==> src/rtl/xbar_packet_arbiter.sv <==
// xbar_packet_arbiter: per-slave packet-locked arbitration of stream masters onto stream slaves.
module xbar_packet_arbiter #(
  parameter int S_DATA_COUNT = 4,
  parameter int M_DATA_COUNT = 3,
  parameter int ARB_MODE = 0,
  localparam int T_ID___WIDTH = $clog2(S_DATA_COUNT),
  localparam int T_DEST_WIDTH = $clog2(M_DATA_COUNT)
) (
  input  logic                                       clk_i,
  input  logic                                       rst_in,
  input  logic [S_DATA_COUNT-1:0][T_DEST_WIDTH-1:0]  s_dest_i,
  input  logic [S_DATA_COUNT-1:0]                    s_valid_i,
  input  logic [S_DATA_COUNT-1:0]                    s_last_i,
  output logic [S_DATA_COUNT-1:0]                    s_ready_o,
  input  logic [M_DATA_COUNT-1:0]                    m_ready_i,
  output logic [M_DATA_COUNT-1:0]                    m_valid_o,
  output logic [M_DATA_COUNT-1:0][T_ID___WIDTH-1:0]  grant_o,
  output logic [M_DATA_COUNT-1:0]                    grant_valid_o
);
  typedef enum logic {IDLE, LOCKED} state_t;
  function automatic logic [T_ID___WIDTH-1:0] pick(input logic [S_DATA_COUNT-1:0] r, input logic [T_ID___WIDTH-1:0] p);
    logic [T_ID___WIDTH-1:0] w;
    int idx;
    w = '0;
    for (int k = S_DATA_COUNT - 1; k >= 0; k--) begin
      idx = ARB_MODE == 0 ? int'(p) + k : k;
      idx = idx >= S_DATA_COUNT ? idx - S_DATA_COUNT : idx;
      if (r[idx]) w = T_ID___WIDTH'(idx);
    end
    return w;
  endfunction
  logic [S_DATA_COUNT-1:0] rdy [M_DATA_COUNT];
  for (genvar i = 0; i < M_DATA_COUNT; i++) begin : g_slv
    state_t state;
    logic [T_ID___WIDTH-1:0] ptr, g;
    logic [S_DATA_COUNT-1:0] req;
    logic locked, dest_ok;
    always_comb begin
      req = '0;
      for (int j = 0; j < S_DATA_COUNT; j++) req[j] = s_valid_i[j] && (s_dest_i[j] == T_DEST_WIDTH'(i));
    end
    assign locked = state == LOCKED;
    assign dest_ok = s_dest_i[g] == T_DEST_WIDTH'(i);
    assign m_valid_o[i] = locked && s_valid_i[g] && dest_ok;
    assign rdy[i] = locked && m_ready_i[i] && dest_ok ? S_DATA_COUNT'(1) << g : '0;
    assign grant_o[i] = g;
    assign grant_valid_o[i] = locked;
    always_ff @(posedge clk_i or negedge rst_in) begin
      if (!rst_in) begin
        state <= IDLE;
        ptr <= '0;
        g <= '0;
      end else if (!locked) begin
        if (|req) begin
          g <= pick(req, ptr);
          state <= LOCKED;
        end
      end else if (m_valid_o[i] && m_ready_i[i] && s_last_i[g]) begin
        state <= IDLE;
        if (ARB_MODE == 0) ptr <= g == T_ID___WIDTH'(S_DATA_COUNT - 1) ? '0 : g + 1'b1;
      end
    end
  end
  // a master normally locks at most one slave; OR keeps it defined if dest moves mid-packet
  always_comb begin
    s_ready_o = '0;
    for (int i = 0; i < M_DATA_COUNT; i++) s_ready_o |= rdy[i];
  end
endmodule

==> config.mk <==
export PLATFORM = sky130hd
export DESIGN_NAME = xbar_packet_arbiter
export DESIGN_NICKNAME = d
export VERILOG_FILES = /design/src/rtl/xbar_packet_arbiter.sv
export SDC_FILE = /design/constraint.sdc
export NUM_CORES = 1
export LEC_CHECK = 0
export ABC_AREA = 1
export ABC_CLOCK_PERIOD_IN_PS = 1200
export CAP_MARGIN = 20
export CELL_PAD_IN_SITES_DETAIL_PLACEMENT = 0
export CELL_PAD_IN_SITES_GLOBAL_PLACEMENT = 1
export CORE_ASPECT_RATIO = 1.1
export CORE_MARGIN = 4
export CORE_UTILIZATION = 32
export DETAILED_ROUTE_END_ITERATION = 6
export PLACE_DENSITY = 0.82
export SETUP_SLACK_MARGIN = 0.05
export SLEW_MARGIN = 40
export SYNTH_ARGS = -nofsm -noshare
export SYNTH_HDL_FRONTEND = slang
export SYNTH_SLANG_ARGS = --single-unit
==> constraint.sdc <==
create_clock -name clk_i -period 1.2 [get_ports clk_i]
set_input_delay 0.18 -clock clk_i [delete_from_list [all_inputs] [get_ports clk_i]]
set_output_delay 0.18 -clock clk_i [all_outputs]
set_load 0.01 [all_outputs]
### Word-level counts from Yosys, hierarchy flattened

Cells that the tools add are included.

* register bits: 15
* output and inout bits: 16
* logic and storage cells: 218

* $add $sub $neg: 24
* order comparisons: 27
* eq/ne operators: 13
* shifts and indexed selects: 3
* muxes and demuxes: 93
* bitwise gates (word level): 5
* reduce and logical (&&, ||, !) cells: 44

Operators with widths (number)
* 32-bit by 4-bit less-than comparator with 1-bit output (second input constant): 12
* 32-bit two-way mux: 12
* 1-bit two-way mux: 39
* 1-bit binary-select mux with 2-bit select: 18
* 2-bit two-way mux: 18
* 3-bit by 3-bit subtractor with 4-bit output (second input constant): 9
* 1-bit logical AND: 30
* 3-bit greater-or-equal comparator (second input constant): 9
* 2-bit by 2-bit adder with 3-bit output (second input constant): 6
* 2-bit == test (second input constant): 8
* 2-bit binary-select mux with 2-bit select: 3
* 4-bit two-way mux: 3
* 2-bit AND reduction: 6
* 4-bit OR reduction: 3
* 1-bit by 2-bit left shift with 4-bit output (first input constant): 3
* 2-bit by 3-bit subtractor with 4-bit output (second input constant): 3
* 2-bit by 1-bit == test with 1-bit output (second input constant): 5
* 2-bit zero test: 5
* 2-bit by 1-bit adder with 3-bit output (second input constant): 3
* 2-bit by 3-bit greater-or-equal comparator with 1-bit output (second input constant): 3
* 2-bit by 3-bit less-than comparator with 1-bit output (second input constant): 3
* 4-bit OR: 2
* 2-bit by 1-bit adder with 2-bit output (second input constant): 3
* 1-bit NOT: 3

### Logic depth before layout (Yosys ltp)

* word-level depth: 10
* gate-level depth with buffers: 12
* depth with buffers taken out: 12

### Worst setup path before layout

Ideal clock, no wire load.

* path kind: reg-to-output
* start: register g_slv[1].g[0]
* end: output s_ready_o[0]
* data arrival time: 1.281 ns
* data required time: 1.020 ns
* path slack: -0.261 ns
* cell stages (with the launch flop): 10
* buffers on the path: 1
* cells stage by stage: dfrtp_1 buf_4 inv_2 o21ai_1 nand3_1 nand2_1 nand2_2 nor2_1 nand2_1 nand3_1

* longest elaborated chain between the ends: 7
* elaborated cells on any way between the ends: 8

Ends and longest elaborated chain
* start: declaration: line 35 `logic [T_ID___WIDTH-1:0] ptr, g;`
* start signal: assignment: line 55 `g <= pick(req, ptr);`
* 2-bit binary-select mux with 2-bit select: line 43 `assign dest_ok = s_dest_i[g] == T_DEST_WIDTH'(i);`
* 2-bit two-way mux (not written as such): line 43
* 2-bit by 1-bit == test with 1-bit output: line 43
* 1-bit logical AND: line 45 `assign rdy[i] = locked && m_ready_i[i] && dest_ok ? S_DATA_COUNT'(1) << g : '0;`
* 4-bit two-way mux (*): line 45
* 4-bit OR (*) (2 in series): line 67 `for (int i = 0; i < M_DATA_COUNT; i++) s_ready_o |= rdy[i];`
* end: declaration: line 14 `output logic [S_DATA_COUNT-1:0] s_ready_o,`

Mark *: on every way between the ends. The rest lies on a longest branch, timed or not. The select of a mux whose other input is x is not followed.

### Worst setup path in the final report

Same ends and word-level chain as after synthesis.

==> impl_metrics.csv <==
group,metric,value,unit
route,vias,2451,
layout,fin_cells,504,
synthesis,async_flop_share,100,%
synthesis,syn_inst,318,
synthesis,postSynthAreaPerCell,5.95,sq um
timing,clock.fmax,601,MHz
global_routing,grt_use_total,19.3,%
die,die_x,81.3,um
clock_tree,cts_root_buf,"clkbuf_8",
layout,layout_common_cells,"nand2_1, buf_4, nand2_2",
timing,timing.hold.ws,0.242,ns
worst_setup_path,worst_r2r_path_depth,10,
worst_setup_path,crit_arrival,1.48,ns
route,remaining_drc_errors,0,
layout,n_antenna_cell,0,
placement,gp_congestion,0.871,
power_and_ir_drop,max-vdd-ir-drop,0.998,mV
timing,rsz0062_at_grt,"yes",
worst_setup_path,cp-end-kind,"output port",
synthesis,ys_ff_latch,15,
route,wl_per_cell,13.4,um
clock_tree,clockBufferDepth,2,
die,ios,37,
timing,fin_ws,-0.464,ns
power_and_ir_drop,p_leak,1.69,nW
route,first_pass_iters,4,
synthesis,synth.net_count,351,
power_and_ir_drop,finalPower,0.00746,W
placement,portBuffers,36,
die,core,0.00577,sq mm
clock_tree,htree_levels,1,
clock_tree,clock-sinks,15,
layout,layout.nets,461,
synthesis,synthFlopType,"dfrtp_1",
layout,stdcell_area,0.00329,sq mm
layout,final_common_cell,"nand2_1",
placement,dp.final_hpwl,4930,um
worst_setup_path,rrSetupSlack,-0.36,ns
timing,tightestPinTransition,0.322,ns
status,status,"complete, but fails checks",
worst_setup_path,r2r_start,"g_slv[2].g[0]$_DFFE_PN0P_",
job,cap_violations,0,
die,die_h,88.7,um
worst_setup_path,worstReg2RegEnd,"g_slv[2].ptr[1]$_DFFE_PN0P_",
global_routing,grt_pass1_wl,10900,um
timing,finalHoldViolations,0,
clock_tree,clk_latency,0.26,ns
timing,drv_slew,0,
global_routing,grt_max_degree,16,
timing,finalCritPeriodShare,139,%
placement,placed_area,0.00280,sq mm
die,dieArea,0.00721,sq mm
layout,drive_gt1_share,52.7,%
status,violations,"negative setup slack",
worst_setup_path,path_max_fanout,5,
global_routing,grt_antenna_before_repair,0,
synthesis,synth-edff-count,0,
global_routing,grt_pass1_vias,2416,
die,initial_utilization,32.8,%
timing,clock_skew,0.00303,ns
synthesis,synthDistinctLibCells,29,
die,rows,29,
power_and_ir_drop,powerDensity,2270,mW/mm^2
timing,finalCriticalPeriod,1.66,ns
timing,setup_viol,25,
worst_setup_path,cp.required,1.02,ns
route,final_antenna_net_count,0,
worst_hold_path,min_path_type,"input pin to asynchronous set/reset pin",
route,finalWirelength,6770,um
global_routing,overflow,0,
route,drtIter0Drc,131,
worst_setup_path,start_kind,"flop",
worst_setup_path,worst-setup-path-type,"flop to output port",
layout,fill_cells,536,
synthesis,seq_area_frac_synth,19.8,%
clock_tree,numCtsBuffers,3,
timing,maxSlewHeadroom,78.5,%
synthesis,synth_area,0.00189,sq mm
clock_tree,clkTransAtPathRegs,0.07,ns
synthesis,ys_warn_count,0,
layout,areaGrowthSynthToFinish,74.0,%
clock_tree,tritoncts,"built",
placement,dp.cells,484,
route,viasPerCell,4.86,
## power breakdown
part | internal (W) | total (W) | switching, W
logic | 0.00284 | 0.00585 | 0.00301
clock network | 0.000231 | 0.000444 | 0.000213
registers | 0.000758 | 0.00117 | 0.000408
total | 0.00383 | 0.00746 | 0.00364
## cell usage after synthesis (2+ instances only)
cell type / count / area, sq um
and3_4: 2 / 22.5
inv_4: 2 / 12.5
inv_1: 25 / 93.8
ha_1: 12 / 150
nand3_2: 2 / 20.0
nor2_4: 2 / 22.5
inv_2: 7 / 26.3
nand3b_1: 3 / 22.5
o21ai_0: 12 / 60.1
o21ai_1: 9 / 45.0
nor2_1: 12 / 45.0
nor2_2: 4 / 25.0
a22oi_1: 2 / 15.0
a21oi_1: 10 / 50.1
nand4_1: 3 / 18.8
nand2_1: 121 / 454
dfrtp_1: 15 / 375
buf_4: 5 / 37.5
nand2_2: 7 / 43.8
nand3_1: 53 / 265
buf_6: 2 / 22.5
## metrics by stage
| stage | setup WS [ns] | TNS (ns) | utilization (%) |
|---|---|---|---|
| floorplan | -0.184 | -2.42 | - |
| global placement | -0.974 | -15.45 | 48.5 |
| detailed placement | -0.992 | -15.76 | 48.5 |
| CTS | -0.448 | -6.09 | 52.9 |
| global route | -0.545 | -8.15 | 57.1 |
| finish | -0.464 | -6.26 | 57.1 |
## critical path: stages (launching register included)
cell,delay (ns)
dfrtp_2,0.46
o21ai_1,0.10
nand3_1,0.09
nand2_1,0.08
nand2_2,0.08
nor2_4,0.15
nand2_1,0.06
nand3_1,0.08
buf_2,0.13
## metal layers
layer / track usage (%) / wire, um
met5: 0 / 0
met4: 6.14 / 120
met3: 1.93 / 303
met2: 34.1 / 3380
met1: 24.3 / 2970
## logic make-up (layout without fill, tap and decap cells)
group	count (synthesis)	count (layout)	synth area share, %
AOI/OAI and AO/OA	36	36	10.9
xor gates and xnor gates	1	1	0.463
adders and majority gates	12	12	7.93
buffers and inverters	44	153	10.9
DFF	15	15	19.8
and+or+nand+nor	210	210	50.0
## state kept, by name, indices dropped and copies added (netlist names)
name	flops
g_slv.ptr	6
g_slv.g	6
g_slv.locked	3
## worst max-delay path by stage
stage	start	to	slack, ns
final	g_slv[1].g[0]$_DFFE_PN0P_	s_ready_o[0]	-0.46
after global routing	g_slv[1].g[0]$_DFFE_PN0P_	s_ready_o[2]	-0.54
after detailed placement	s_dest_i[2]	s_ready_o[3]	-0.99
after global placement	s_dest_i[4]	s_ready_o[1]	-0.97
after floorplan	g_slv[1].g[0]$_DFFE_PN0P_	g_slv[1].ptr[0]$_DFFE_PN0P_	-0.18
after CTS	g_slv[2].g[0]$_DFFE_PN0P_	s_ready_o[0]	-0.45
## layout make-up
| class | count | area (sq um) | area share [%] |
|---|---|---|---|
| Clock inverter | 1 | 5.00 | 0.152 |
| Inverter | 36 | 159 | 4.83 |
| Tap cell | 77 | 96.3 | 2.93 |
| Sequential cell | 15 | 385 | 11.7 |
| Timing Repair Buffer | 113 | 940 | 28.5 |
| Clock buffer | 3 | 41.3 | 1.25 |
| Multi-Input combinational cell | 259 | 1670 | 50.6 |
## repair_timing
action / in CTS / in global routing
endpoints found under the setup margin: 31 / 28
hold endpoints to repair: 0 / 0
gates resized for setup: 146 / 69
buffers inserted: 12 / 9
hold buffers: 0 / 0
pin swaps: 45 / 28
No activity file was read; power rests on OpenSTA's default activity.
==> RTL edit (same flow settings) <==
Set the parameter `ARB_MODE` to 1 (it was 0).
--- a/src/rtl/xbar_packet_arbiter.sv
+++ b/src/rtl/xbar_packet_arbiter.sv
@@ -2,7 +2,7 @@
 module xbar_packet_arbiter #(
   parameter int S_DATA_COUNT = 4,
   parameter int M_DATA_COUNT = 3,
-  parameter int ARB_MODE = 0,
+  parameter int ARB_MODE = 1,
   localparam int T_ID___WIDTH = $clog2(S_DATA_COUNT),
   localparam int T_DEST_WIDTH = $clog2(M_DATA_COUNT)
 ) (
Formal check against the unedited RTL: not equivalent (a bounded check fails within 4 cycles, from zero or initial values and one cycle with rst_in low).
==> RTL edit against the unedited design <==
The run still ends with setup timing left. Fmax decreased by 7.3%. Combinational power fell by 29%. Sequential cell count is 6 lower. Sequential power down 38%. Routed wire length fell by 25%. Area after synthesis is 38% lower. Non-clock buffer count shrank 13. Global-route usage is 1.8 points higher. Power is 31% lower. Setup slack got worse by 130 ps. Design area is 29% lower. Critical path type unchanged.
==> RTL edit: results (changes against the unedited design) <==
\begin{tabular}{lr}
\hline
Metric & Value \\
\hline
\multicolumn{2}{l}{\textbf{Clock network}} \\
Number of instances resized during post-cts repair & 122 (-16\%) \\
Clock-pin transition on the worst setup and hold timing paths & 90 ps (+20 ps) \\
Root buffer cell & sky130\_fd\_sc\_hd\_\_clkbuf\_4 \\
\multicolumn{2}{l}{\textbf{Timing}} \\
Relative slew margins & 0.812 (+0.0263) \\
Final hold slack & 185 ps (-56.9 ps) \\
Final-report setup violation count & 12 (-52\%) \\
Final worst setup slack & -594 ps (-130 ps) \\
Clock skew & 12.6 ps (+9.54 ps) \\
\multicolumn{2}{l}{\textbf{Floorplanning}} \\
Std-Cell Rows & 22 (-24\%) \\
\multicolumn{2}{l}{\textbf{Yosys}} \\
Compound-Gate Fraction of Synth Area & 0.0497 (-0.0593) \\
Most frequent cells after synthesis & sky130\_fd\_sc\_hd\_\_nand2\_1, sky130\_fd\_sc\_hd\_\_nand3\_1, sky130\_fd\_sc\_hd\_\_nor2\_1 \\
Part of the Yosys area used for sequential elements & 0.190 (-0.00781) \\
Xor/xnor cell area share of the yosys netlist & 0 (-0.00463) \\
Number of distinct library cells after synthesis & 20 (-31\%) \\
Synth Net Count & 238 (-32\%) \\
\multicolumn{2}{l}{\textbf{Critical path}} \\
Crit Path Max Fanout & 6 (+1) \\
Arrival @ worst endpoint & 1610 ps (+130 ps) \\
Critical register-to-register path endpoint & g\_slv[0].locked\$\_DFF\_PN0\_ \\
Largest stage delay on the critical path & 490 ps (+30 ps) \\
Critical register-to-register path startpoint & g\_slv[0].g[1]\$\_DFFE\_PN0P\_ \\
Worst reg-to-reg setup slack & -280 ps (+80 ps) \\
\multicolumn{2}{l}{\textbf{Power}} \\
Worst vdd rail ir drop & 0.00100 V (+0.65\%) \\
Leak & 0.00124 µW (-27\%) \\
\multicolumn{2}{l}{\textbf{Outcome}} \\
Failing checks & setup timing \\
Result of the run & complete, but fails checks \\
\multicolumn{2}{l}{\textbf{Place}} \\
Worst-case setup slack after placement & -909 ps (+82.1 ps) \\
DP Area & 0.00195 mm² (-30\%) \\
Weighted congestion at the end of routability-driven global placement & 0.902 (+3.7\%) \\
\multicolumn{2}{l}{\textbf{Route}} \\
Detailed Route Iter0 Violations & 88 (-33\%) \\
Detail-routed via count per cell & 4.81 (-1.1\%) \\
Routed WL & 5060 µm (-25\%) \\
\multicolumn{2}{l}{\textbf{Cells and area}} \\
\# fillers & 319 (-40\%) \\
\multicolumn{2}{l}{\textbf{Global routing}} \\
Maximum number of pins on one net before global-route repair & 10 (-6) \\
Global-route wire length before repair & 7710 µm (-29\%) \\
\hline
\end{tabular}
==> RTL edit: cells by family after synthesis <==
logic type,after synthesis
simple gates,163
buf+inv,34
compound gates,11
flops,9
==> RTL edit: report_power, final <==
| part | total (µW) | internal, µW | switching [µW] |
|---|---|---|---|
| sequential | 727 | 446 | 281 |
| combinational | 4130 | 2180 | 1950 |
| clock | 275 | 129 | 146 |
| total | 5130 | 2760 | 2370 |
==> RTL edit: final cells by class <==
cell class	instances	area (µm²)	area share
multi-input cells	174	1010	0.434
repair buffers	100	886	0.381
flip-flops and latches	9	233	0.100
inverters	28	110	0.0474
well taps	48	60.1	0.0258
clock buffers	4	26.3	0.0113
==> RTL edit: metal layers <==
metal / global-route usage / vias up / part of all wire
met3: 0.0188 / 8 / 0.046
met2: 0.376 / 46 / 0.53
met1: 0.263 / 800 / 0.40
met4: 0.0632 / 0 / 0.018
li1: - / 892 / -
met5: 0 / - / 0
==> RTL edit: worst max path at each step <==
stage | start | to | slack, ps | cells past startpoint
after detailed placement | s_dest_i[0] | s_ready_o[0] | -910 | 8
after global routing | g_slv[2].g[0]$_DFFE_PN0P_ | s_ready_o[2] | -680 | 10
after floorplan | g_slv[2].g[0]$_DFFE_PN0P_ | s_ready_o[0] | -100 | 8
final | g_slv[1].g[0]$_DFFE_PN0P_ | s_ready_o[0] | -590 | 9
after CTS | g_slv[2].g[0]$_DFFE_PN0P_ | s_ready_o[3] | -570 | 9
after global placement | s_dest_i[0] | s_ready_o[0] | -890 | 8
==> RTL edit: stage by stage <==
stage,utilization,setup TNS [ps]
final,0.676,-4760
after global routing,0.676,-5710
after CTS,0.638,-4470
after detailed placement,0.567,-9600
after global placement,0.567,-9490
after floorplan,-,-597
